`src/rtl/link_frame_pkg.sv`:
```
// Shared types, CRC-16/CCITT-FALSE and LFSR helpers for the link framer.
// Used by both the transmit framer and the receive-side monitor.
package link_frame_pkg;

  typedef enum logic [1:0] {
    ST_START = 2'd0,
    ST_TRAIN = 2'd1,
    ST_DATA  = 2'd2,
    ST_CRC   = 2'd3
  } tx_state_e;

  localparam logic [15:0] CRC16_POLY = 16'h1021;
  localparam logic [15:0] CRC16_INIT = 16'hFFFF;

  localparam int LFSR_TAP_A = 31;
  localparam int LFSR_TAP_B = 21;
  localparam int LFSR_TAP_C = 1;
  localparam int LFSR_TAP_D = 0;

  function automatic logic [15:0] crc16_word(
    input logic [15:0] crc,
    input logic [15:0] data
  );
    logic [15:0] c;
    c = crc;
    for (int i = 15; i >= 0; i--) begin
      if (c[15] ^ data[i]) c = {c[14:0], 1'b0} ^ CRC16_POLY;
      else                 c = {c[14:0], 1'b0};
    end
    return c;
  endfunction

  function automatic logic [31:0] lfsr_next(input logic [31:0] s);
    return {s[30:0], s[LFSR_TAP_A] ^ s[LFSR_TAP_B]
                   ^ s[LFSR_TAP_C] ^ s[LFSR_TAP_D]};
  endfunction

endpackage

```
`src/rtl/link_frame_if.sv`:
```
// Payload-in / frame-out handshake bundle of the link framer.
// master is the framer view, slave is the source/sink view.
interface link_frame_if;
  logic        s_valid;
  logic        s_ready;
  logic [15:0] s_data;
  logic        m_valid;
  logic        m_ready;
  logic [15:0] m_data;
  logic        m_sof;
  logic        m_eof;
  logic        m_train;

  modport master (
    input  s_valid, s_data, m_ready,
    output s_ready, m_valid, m_data, m_sof, m_eof, m_train
  );

  modport slave (
    output s_valid, s_data, m_ready,
    input  s_ready, m_valid, m_data, m_sof, m_eof, m_train
  );
endinterface

```
`src/rtl/link_frame_tx_crc.sv`:
```
// CRC-16 accumulator register for the link framer.
// Clear wins over enable; clear reloads CRC16_INIT.
module frame_crc16
  import link_frame_pkg::*;
(
  input  logic        clk,
  input  logic        rst_n,
  input  logic        clr,
  input  logic        en,
  input  logic [15:0] data,
  output logic [15:0] crc
);

  logic [15:0] crc_q, crc_d;

  always_comb begin
    crc_d = crc_q;
    if (clr)     crc_d = CRC16_INIT;
    else if (en) crc_d = crc16_word(crc_q, data);
  end

  always_ff @(posedge clk or negedge rst_n) begin
    if (!rst_n) crc_q <= CRC16_INIT;
    else        crc_q <= crc_d;
  end

  assign crc = crc_q;

endmodule

```
`src/rtl/link_frame_tx.sv`:
```
// Transmit framer: FRAME_WORDS payload/training words plus CRC-16 per frame.
// Optional CRC error injection with `define TX_ERR_INJECT_EN.
module link_frame_tx
  import link_frame_pkg::*;
#(
  parameter int          FRAME_WORDS   = 8,
  parameter logic [15:0] TRAIN_PATTERN = 16'hA5C3,
  parameter logic [31:0] LFSR_SEED     = 32'hDEADBEEF
) (
  input  logic         clk,
  input  logic         rst_n,
  input  logic         link_up,
  link_frame_if.master bus,
`ifdef TX_ERR_INJECT_EN
  input  logic [15:0]  err_prob,
  output logic [31:0]  err_injected,
`endif
  output logic [1:0]   tx_state,
  output logic [31:0]  data_frames,
  output logic [31:0]  train_frames
);

  localparam int IDX_W = (FRAME_WORDS > 1) ? $clog2(FRAME_WORDS) : 1;
  localparam logic [IDX_W-1:0] LAST = IDX_W'(FRAME_WORDS - 1);

  tx_state_e        state_q, state_d, boundary;
  logic [IDX_W-1:0] idx_q, idx_d;
  logic             train_q, train_d;
  logic             m_valid_q, m_valid_d;
  logic [15:0]      m_data_q, m_data_d;
  logic             m_sof_q, m_sof_d;
  logic             m_eof_q, m_eof_d;
  logic             m_train_q, m_train_d;
  logic [31:0]      data_frames_q, data_frames_d;
  logic [31:0]      train_frames_q, train_frames_d;
  logic             load, hs_eof;
  logic             crc_clr, crc_en;
  logic [15:0]      crc_in, crc_val;
  logic             inj;

`ifdef TX_ERR_INJECT_EN
  logic [31:0] lfsr_q, lfsr_d;
  logic [31:0] err_cnt_q, err_cnt_d;
  logic        inj_q, inj_d;

  assign inj          = inj_q && !train_q;
  assign err_injected = err_cnt_q;
`else
  logic unused_seed;
  assign inj         = 1'b0;
  assign unused_seed = ^LFSR_SEED;
`endif

  frame_crc16 u_crc (
    .clk  (clk),
    .rst_n(rst_n),
    .clr  (crc_clr),
    .en   (crc_en),
    .data (crc_in),
    .crc  (crc_val)
  );

  // The CRC slot also acts as the frame boundary so frames abut.
  always_comb begin
    load     = !m_valid_q || bus.m_ready;
    hs_eof   = m_valid_q && bus.m_ready && m_eof_q;
    boundary = !link_up ? ST_TRAIN
             : (bus.s_valid ? ST_DATA : ST_START);

    state_d        = state_q;
    idx_d          = idx_q;
    train_d        = train_q;
    m_valid_d      = m_valid_q;
    m_data_d       = m_data_q;
    m_sof_d        = m_sof_q;
    m_eof_d        = m_eof_q;
    m_train_d      = m_train_q;
    data_frames_d  = data_frames_q;
    train_frames_d = train_frames_q;
    crc_clr        = 1'b0;
    crc_en         = 1'b0;
    crc_in         = bus.s_data;
`ifdef TX_ERR_INJECT_EN
    lfsr_d    = lfsr_q;
    inj_d     = inj_q;
    err_cnt_d = err_cnt_q;
`endif

    if (load) begin
      m_valid_d = 1'b0;
      m_sof_d   = 1'b0;
      m_eof_d   = 1'b0;
      unique case (state_q)
        ST_START: begin
          crc_clr = 1'b1;
          state_d = boundary;
        end
        ST_TRAIN: begin
          m_valid_d = 1'b1;
          m_data_d  = TRAIN_PATTERN;
          m_sof_d   = (idx_q == '0);
          m_train_d = 1'b1;
          train_d   = 1'b1;
          crc_en    = 1'b1;
          crc_in    = TRAIN_PATTERN;
          idx_d     = idx_q + 1'b1;
          if (idx_q == LAST) begin
            idx_d   = '0;
            state_d = ST_CRC;
          end
        end
        ST_DATA: begin
          if (bus.s_valid) begin
            m_valid_d = 1'b1;
            m_data_d  = bus.s_data;
            m_sof_d   = (idx_q == '0);
            m_train_d = 1'b0;
            train_d   = 1'b0;
            crc_en    = 1'b1;
            idx_d     = idx_q + 1'b1;
            if (idx_q == LAST) begin
              idx_d   = '0;
              state_d = ST_CRC;
            end
`ifdef TX_ERR_INJECT_EN
            if (idx_q == '0) begin
              inj_d  = (lfsr_q[31:16] < err_prob);
              lfsr_d = lfsr_next(lfsr_q);
            end
`endif
          end
        end
        ST_CRC: begin
          m_valid_d = 1'b1;
          m_data_d  = crc_val ^ {15'd0, inj};
          m_eof_d   = 1'b1;
          m_train_d = train_q;
          crc_clr   = 1'b1;
          state_d   = boundary;
        end
      endcase
    end

    if (hs_eof) begin
      if (m_train_q) train_frames_d = train_frames_q + 32'd1;
      else           data_frames_d  = data_frames_q + 32'd1;
`ifdef TX_ERR_INJECT_EN
      if (!m_train_q && inj_q) err_cnt_d = err_cnt_q + 32'd1;
`endif
    end
  end

  always_ff @(posedge clk or negedge rst_n) begin
    if (!rst_n) begin
      state_q        <= ST_START;
      idx_q          <= '0;
      train_q        <= 1'b0;
      m_valid_q      <= 1'b0;
      m_data_q       <= '0;
      m_sof_q        <= 1'b0;
      m_eof_q        <= 1'b0;
      m_train_q      <= 1'b0;
      data_frames_q  <= '0;
      train_frames_q <= '0;
`ifdef TX_ERR_INJECT_EN
      lfsr_q    <= LFSR_SEED;
      inj_q     <= 1'b0;
      err_cnt_q <= '0;
`endif
    end else begin
      state_q        <= state_d;
      idx_q          <= idx_d;
      train_q        <= train_d;
      m_valid_q      <= m_valid_d;
      m_data_q       <= m_data_d;
      m_sof_q        <= m_sof_d;
      m_eof_q        <= m_eof_d;
      m_train_q      <= m_train_d;
      data_frames_q  <= data_frames_d;
      train_frames_q <= train_frames_d;
`ifdef TX_ERR_INJECT_EN
      lfsr_q    <= lfsr_d;
      inj_q     <= inj_d;
      err_cnt_q <= err_cnt_d;
`endif
    end
  end

  assign bus.s_ready   = (state_q == ST_DATA) && load;
  assign bus.m_valid   = m_valid_q;
  assign bus.m_data    = m_data_q;
  assign bus.m_sof     = m_sof_q;
  assign bus.m_eof     = m_eof_q;
  assign bus.m_train   = m_train_q;
  assign tx_state      = state_q;
  assign data_frames   = data_frames_q;
  assign train_frames  = train_frames_q;

endmodule

```
`src/flat_wrapper.sv`:
```
// flat-port wrapper written by rule: the top's interface ports become plain ports
module link_frame_tx_flat import link_frame_pkg::*;
#(
  parameter int          FRAME_WORDS   = 8,
  parameter logic [15:0] TRAIN_PATTERN = 16'hA5C3,
  parameter logic [31:0] LFSR_SEED     = 32'hDEADBEEF
)
  (clk, rst_n, link_up, tx_state, data_frames, train_frames, bus_s_valid, bus_s_data, bus_m_ready, bus_s_ready, bus_m_valid, bus_m_data, bus_m_sof, bus_m_eof, bus_m_train);
  link_frame_if bus_i ();
  input  logic clk;
  input  logic rst_n;
  input  logic link_up;
  output logic [1:0] tx_state;
  output logic [31:0] data_frames;
  output logic [31:0] train_frames;
  input wire logic [$bits(bus_i.s_valid)-1:0] bus_s_valid;
  input wire logic [$bits(bus_i.s_data)-1:0] bus_s_data;
  input wire logic [$bits(bus_i.m_ready)-1:0] bus_m_ready;
  output wire logic [$bits(bus_i.s_ready)-1:0] bus_s_ready;
  output wire logic [$bits(bus_i.m_valid)-1:0] bus_m_valid;
  output wire logic [$bits(bus_i.m_data)-1:0] bus_m_data;
  output wire logic [$bits(bus_i.m_sof)-1:0] bus_m_sof;
  output wire logic [$bits(bus_i.m_eof)-1:0] bus_m_eof;
  output wire logic [$bits(bus_i.m_train)-1:0] bus_m_train;
  assign bus_i.s_valid = bus_s_valid;
  assign bus_i.s_data = bus_s_data;
  assign bus_i.m_ready = bus_m_ready;
  assign bus_s_ready = bus_i.s_ready;
  assign bus_m_valid = bus_i.m_valid;
  assign bus_m_data = bus_i.m_data;
  assign bus_m_sof = bus_i.m_sof;
  assign bus_m_eof = bus_i.m_eof;
  assign bus_m_train = bus_i.m_train;
  link_frame_tx #(.FRAME_WORDS(FRAME_WORDS), .TRAIN_PATTERN(TRAIN_PATTERN), .LFSR_SEED(LFSR_SEED)) u_core (.clk(clk), .rst_n(rst_n), .link_up(link_up), .bus(bus_i), .tx_state(tx_state), .data_frames(data_frames), .train_frames(train_frames));
endmodule
```
`config.mk`:
```
export PLATFORM = sky130hd
export DESIGN_NAME = link_frame_tx_flat
export DESIGN_NICKNAME = d
export VERILOG_FILES = /design/src/rtl/link_frame_pkg.sv /design/src/rtl/link_frame_if.sv /design/src/rtl/link_frame_tx_crc.sv /design/src/rtl/link_frame_tx.sv /design/src/flat_wrapper.sv
export SDC_FILE = /design/constraint.sdc
export NUM_CORES = 1
export LEC_CHECK = 0
export BUFFER_PORTS_ARGS = -buffer_cell sky130_fd_sc_hd__buf_2
export CAP_MARGIN = 40
export CORE_ASPECT_RATIO = 0.9
export CORE_MARGIN = 2
export CORE_UTILIZATION = 41
export DETAILED_ROUTE_END_ITERATION = 6
export GPL_ROUTABILITY_DRIVEN = 0
export PLACE_DENSITY = 0.63
export SYNTH_ARGS = -nofsm -noshare
export SYNTH_HDL_FRONTEND = slang
export SYNTH_SLANG_ARGS = --single-unit
```
`constraint.sdc`:
```
create_clock -name clk -period 2.01 [get_ports clk]
set_input_delay 0.3015 -clock clk [delete_from_list [all_inputs] [get_ports clk]]
set_output_delay 0.3015 -clock clk [all_outputs]
set_load 0.005 [all_outputs]
```
# Word level (Yosys, flattened, before mapping)
# Index checks and enable logic that the tools add are counted.
# totals
romBits	0
out_inout_bits	87
latchBits	0
n_memories	0
input_bits	21
elab_cells	141
regBits	106
ramBits	0
# op_classes
n_div	0
add_sub_neg	3
n_lt_le_gt_ge	0
n_reduce_logical	17
eq_ne	5
n_mux	72
n_bitwise	33
shift	0
n_mul	0
# ops
op	n
two-way mux 16 bit	35
two-way mux 13 bit	16
adder 32 x 1 -> 32 bit (second input constant)	2
NOT 3 bit	16
case mux 16 bit (3 select lines)	1
XOR 1 bit	16
two-way mux 2 bit	4
case mux 1 bit (2 select lines)	4
two-way mux 1 bit	7
two-way mux 3 bit	2
case mux 2 bit (3 select lines)	1
case mux 3 bit (2 select lines)	1
AND reduction 2 bit	3
AND reduction 3 bit	2
== test 2 bit (second input constant)	2
nonzero test 2 bit	2
OR reduction 2 bit	2
adder 3 x 1 -> 3 bit (second input constant)	1
== test 3 bit (second input constant)	1
logical AND 1 bit	3
zero test 3 bit	1
case mux 1 bit (3 select lines)	1
nonzero test 3 bit	1
== test 2 x 1 -> 1 bit (second input constant)	1
5 further kinds	5

# Longest topological paths before layout
# depth
word_depth	67
depth_mapped	10
mapped_depth_nobuf	8

# By module
# Synthesis repeated with hierarchy kept, for this count alone.
# unflattened
cells_unflattened	534
hier_area_um2	5601.6
# by_module_without_submodules
mod	seq_area_each_um2	n_inst	area_each_um2	cells_each
link_frame_tx	2252.2	1	4366.7	421
frame_crc16	420.4	1	1234.9	113

# Worst setup path after synthesis
# No wires, ideal clock.
# synth_path
path_kind	register to register
start	register u_core.state_q[1] (netlist: u_core.tx_state[1])
end	register u_core.u_crc.crc_q[12] (netlist: u_core.u_crc.crc[12])
stages_incl_launch_ff	10
synth_period_minus_slack_ps	2205
n_path_buf	1
path_slack_ps	-195
t_required_ps	1930
t_arrival_ps	2125
setup_ps	80
cell_sequence	dfrtp_1 inv_1 ha_1 buf_2 a21boi_4 xnor2_2 xnor2_2 xnor3_2 xor2_1 o22a_1
# synth_via
elab_chain_len	49
elab_cells_between_ends	71
cone_classes	3 x eq/ne; 54 x mux; 11 x bitwise; 3 x reduce/logical
# synth_rtl
element	line_no	rtl
start, declared	link_frame_tx.sv:26	tx_state_e state_q, state_d, boundary;
start signal, assigned	link_frame_tx.sv:171	state_q <= state_d;
== test 2 x 1 -> 1 bit	link_frame_tx.sv:93	unique case (state_q)
two-way mux 16 bit	link_frame_tx.sv:93	
two-way mux 16 bit	link_frame_tx.sv:89	if (load) begin
XOR 1 bit	link_frame_pkg.sv:27	if (c[15] ^ data[i]) c = {c[14:0], 1'b0} ^ CRC16_POLY;
two-way mux 13 bit	link_frame_pkg.sv:27	
two-way mux 16 bit	link_frame_tx_crc.sv:19	else if (en) crc_d = crc16_word(crc_q, data);
two-way mux 16 bit	link_frame_tx_crc.sv:18	if (clr) crc_d = CRC16_INIT;
two-way mux 16 bit / two-way mux 13 bit (equally long branches)	link_frame_tx_crc.sv:19, link_frame_pkg.sv:27	
[... 33 more ...]	--	
two-way mux 16 bit (on tied branches)	link_frame_tx_crc.sv:18, link_frame_tx_crc.sv:19	
two-way mux 13 bit / two-way mux 16 bit (equally long branches)	link_frame_pkg.sv:27, link_frame_tx_crc.sv:18	
two-way mux 16 bit	link_frame_tx_crc.sv:19	
two-way mux 16 bit	link_frame_tx_crc.sv:18	
NOT 3 bit (no line) / XOR 1 bit (equally long branches)	--	
two-way mux 13 bit	link_frame_pkg.sv:27	
two-way mux 16 bit	link_frame_tx_crc.sv:19	
two-way mux 16 bit	link_frame_tx_crc.sv:18	
end signal, assigned	link_frame_tx_crc.sv:24	else crc_q <= crc_d;
end, declared	link_frame_tx_crc.sv:14	logic [15:0] crc_q, crc_d;
# Parallel ways exist; a longest one is shown, timed or not. The select of a mux whose other input is x is not followed.
# A chain may end at the register's enable or synchronous reset.

# Worst setup path in the final report
# layout_path
start	register u_core.m_valid_q (netlist: u_core.bus.m_valid)
end	register u_core.u_crc.crc_q[6] (netlist: u_core.u_crc.crc[6])
# layout_via
elab_chain_len	46
elab_cells_between_ends	61
cone_classes	48 x mux; 10 x bitwise; 3 x reduce/logical
# layout_rtl
element	line_no	rtl
start, declared	link_frame_tx.sv:29	logic m_valid_q, m_valid_d;
start signal, assigned	link_frame_tx.sv:174	m_valid_q <= m_valid_d;
zero test 1 bit *	link_frame_tx.sv:65	load = !m_valid_q || bus.m_ready;
logical OR 1 bit *	link_frame_tx.sv:65	
two-way mux 16 bit	link_frame_tx.sv:89	
XOR 1 bit	link_frame_pkg.sv:27	
two-way mux 13 bit	link_frame_pkg.sv:27	
two-way mux 16 bit	link_frame_tx_crc.sv:19	
two-way mux 16 bit	link_frame_tx_crc.sv:18	
two-way mux 16 bit	link_frame_tx_crc.sv:19	
[... 30 more ...]	--	
two-way mux 16 bit	link_frame_tx_crc.sv:18	
NOT 3 bit (no line)	--	
two-way mux 13 bit	link_frame_pkg.sv:27	
two-way mux 16 bit	link_frame_tx_crc.sv:19	
two-way mux 16 bit	link_frame_tx_crc.sv:18	
two-way mux 13 bit	link_frame_pkg.sv:27	
two-way mux 16 bit	link_frame_tx_crc.sv:19	
two-way mux 16 bit	link_frame_tx_crc.sv:18	
# Every way passes the cells marked *; elsewhere a longest branch is shown, timed or not. The select of a mux whose other input is x is not followed.

==> run summary <==
Pre-CTS WS: -213.4 ps
CP Data Arrival Time: 2370 ps
CTS tree: built
CTS Hold Bufs: 0
Synth Cell Area: 5265 sq um
Seq cells post-synth: 106
Fin Clk Skew: 8.885 ps
Async SR Flop Fraction: 100.0%
Vias/cell: 5.072
Die footprint: 13,770 sq um
Power density cells: 1595 nW/um^2
Fin. max-slew vios: 0
Status: finished with violations
CP Data Required Time: 2290 ps
Tcrit/Tclk final: 104.1%
Design Area, Final: 7191 sq um
Worst setup SP type: flop
Antenna cell count: 0
CP max FO: 6
YS warnings: 0
# setup viols final: 11
Max cap viols: 0
Number of global-route vias before repair: 4,098
Share of the yosys chip area belonging to registers: 50.76%
Initial Util: 41.66%
Total wire length: 13,470 um
Die Height: 111.5 um
Post-synth cell types: 41
Worst hold margin: 4.832 ps
Slew headroom: 62.20%
CP Capture Type: flop
Crit-path leading delay family: buffers and inverters
Unrepaired setup endpoints after global routing: true
Syn avg cell area: 10.83 sq um
Vias: 4,164
Drt first pass iters: 5
Initial DRC Count: 262
CP Cell Sequence: nand2b_4 > buf_12 > buf_4 > a21boi_2 > xnor2_2 > buf_6 > xnor2_4 > buf_4 > buf_4 > xnor2_1 > o22a_1
Crit path top cell by count: buf_4
Cells after synthesis: 486
I/O Buffers: 107
Htree depth: 3
Largest area contributor in the netlist: dfrtp_1
Maximum vdd drop: 0.8778 mV
Share of cells above drive strength 1: 40.18%
Synth top area cells: dfrtp_1 (43%), xnor2_1 (14%), dfstp_2 (8.0%)
CP Class: flop to flop
WL/cell: 16.41 um
Largest net degree at the start of global routing: 107
Clock Sinks: 106
Fin util: 56.90%
Highest clock rate: 478.0 MHz
Final #Nets: 683
Clk buf depth: 2
Largest stage delay, worst path: 390 ps
Cts bufs inserted: 9
Post-DRT Antenna Nets: 0
P_leak: 0.003430 uW
Commonest register cell after synthesis: dfrtp_1
Worst-Skew Late Latency: 350 ps
Die Span X: 123.5 um
Syn Nets: 516
Failing checks: negative setup slack
Initial antenna violation count: 0
Area delta synth->final: 36.57%
Leading cell type in the layout, fill and taps excluded: buf_2
DRC viols: 0
GRT overflow: 0
Final worst slack: -82.13 ps
CTS root buf: clkbuf_16
CTS clk-pin slew, worst paths: 70 ps
Core box area: 12,640 sq um
CP max-delay cell: dfrtp_1
Hold Vio Cnt, Final: 0
I/O pin cnt: 108
Tmin final: 2092 ps
Pwr Total: 11,470 uW
Post-DP HPWL: 9324 um
HP Class: primary input to async pin
Commonest non-fill, non-tap cells in the layout: buf_2 (106), dfrtp_1 (89), xnor2_1 (70)
First-pass GRT wire length: 20,820 um
# rows: 39
Placed Area: 6347 sq um
Worst path bufs/invs: 5
Area share of the largest cell type after synthesis: 42.78%
Total GRT Usage: 19.55%
Post-synth EDFFs: 0
Worst slew pin tran: 567.0 ps
==> synthesized netlist by cell type, types with 7 or more instances <==
cell and number:
dfrtp_1 90, xnor2_1 85, nand2_1 38, nor2_1 36, nand3_1 27, xor2_1 24
a21oi_1 21, a22oi_1 16, dfstp_2 16, o22a_1 14, inv_1 13, clkbuf_1 12
nand4_1 11, and3_1 10, ha_1 9, a31oi_1 8, o21ai_0 8, and4_1 7
==> cell type report <==
cell class | instances | area (sq um)
flip-flops and latches | 106 | 2674
inverters | 13 | 48.80
multi-input cells | 348 | 2821
clock buffers | 10 | 239.0
clock inverters | 5 | 61.31
well taps | 164 | 205.2
fillers | 1063 | 5448
repair buffers | 175 | 1141
==> cell families (layout without fill, tap and decap cells) <==
logic type | Yosys count | count (layout) | share of synthesized area (%)
flops | 106 | 106 | 50.76
fa+ha+maj | 9 | 9 | 2.139
simple gates | 143 | 143 | 13.28
mux | 3 | 3 | 0.6178
compound gates | 76 | 76 | 9.863
xor+xnor | 117 | 117 | 20.86
buf+inv | 32 | 203 | 2.471
==> final timing paths <==
kind	start	to	slack, ps	cells past startpoint
setup / recovery	u_core.bus.m_valid$_DFFE_PN0N_	u_core.u_crc.crc[6]$_DFFE_PN1P_	-80	11
hold / removal	rst_n	u_core.train_frames[13]$_DFFE_PN0P_	5	2
setup reg to reg	u_core.bus.m_valid$_DFFE_PN0N_	u_core.u_crc.crc[6]$_DFFE_PN1P_	-80	11
hold reg to reg	u_core.data_frames[31]$_DFFE_PN0P_	u_core.data_frames[31]$_DFFE_PN0P_	470	1
max in group asynchronous	rst_n	u_core.u_crc.crc[2]$_DFFE_PN1P_	1560	2
min in group clk	link_up	u_core.tx_state[0]$_DFFE_PN0P_	140	2
==> per-layer routing <==
metal  GRT usage (%)  wire length (um)
met5               0                 0
met4           6.742               170
met3           4.662               711
met2           31.21              6678
met1           25.98              5912
==> where the power goes <==
group | total (uW) | switching (uW) | internal, uW
clock | 1800 | 801 | 1000
sequential | 2960 | 336 | 2620
combinational | 6710 | 3150 | 3560
total | 11500 | 4290 | 7180
==> through the flow <==
stage	TNS (ps)	std cells
3_5_place_dp	-2730	783
4_1_cts	-223.6	809
2_1_floorplan	-528.1	486
6_report	-398.7	821
3_3_place_gp	-1513	783
5_1_grt	-1859	821
==> state kept, by name, indices dropped and copies added, names as in the netlist <==
signal               count
u_core.bus.m_data       16
u_core.bus.m_eof         1
u_core.bus.m_sof         1
u_core.bus.m_train       1
u_core.bus.m_valid       1
u_core.data_frames      32
u_core.idx_q             3
u_core.train_frames     32
u_core.train_q           1
u_core.tx_state          2
u_core.u_crc.crc        16
==> timing repair <==
action                                  in CTS  in global routing
endpoints found under the hold margin        0                  0
endpoints found under the setup margin      22                 49
pin swaps                                   20                 22
buffers inserted                            11                 12
gates cloned                                 0                  1
resized for setup                           35                 33
Note: power is estimated with default switching activity, not from simulation.
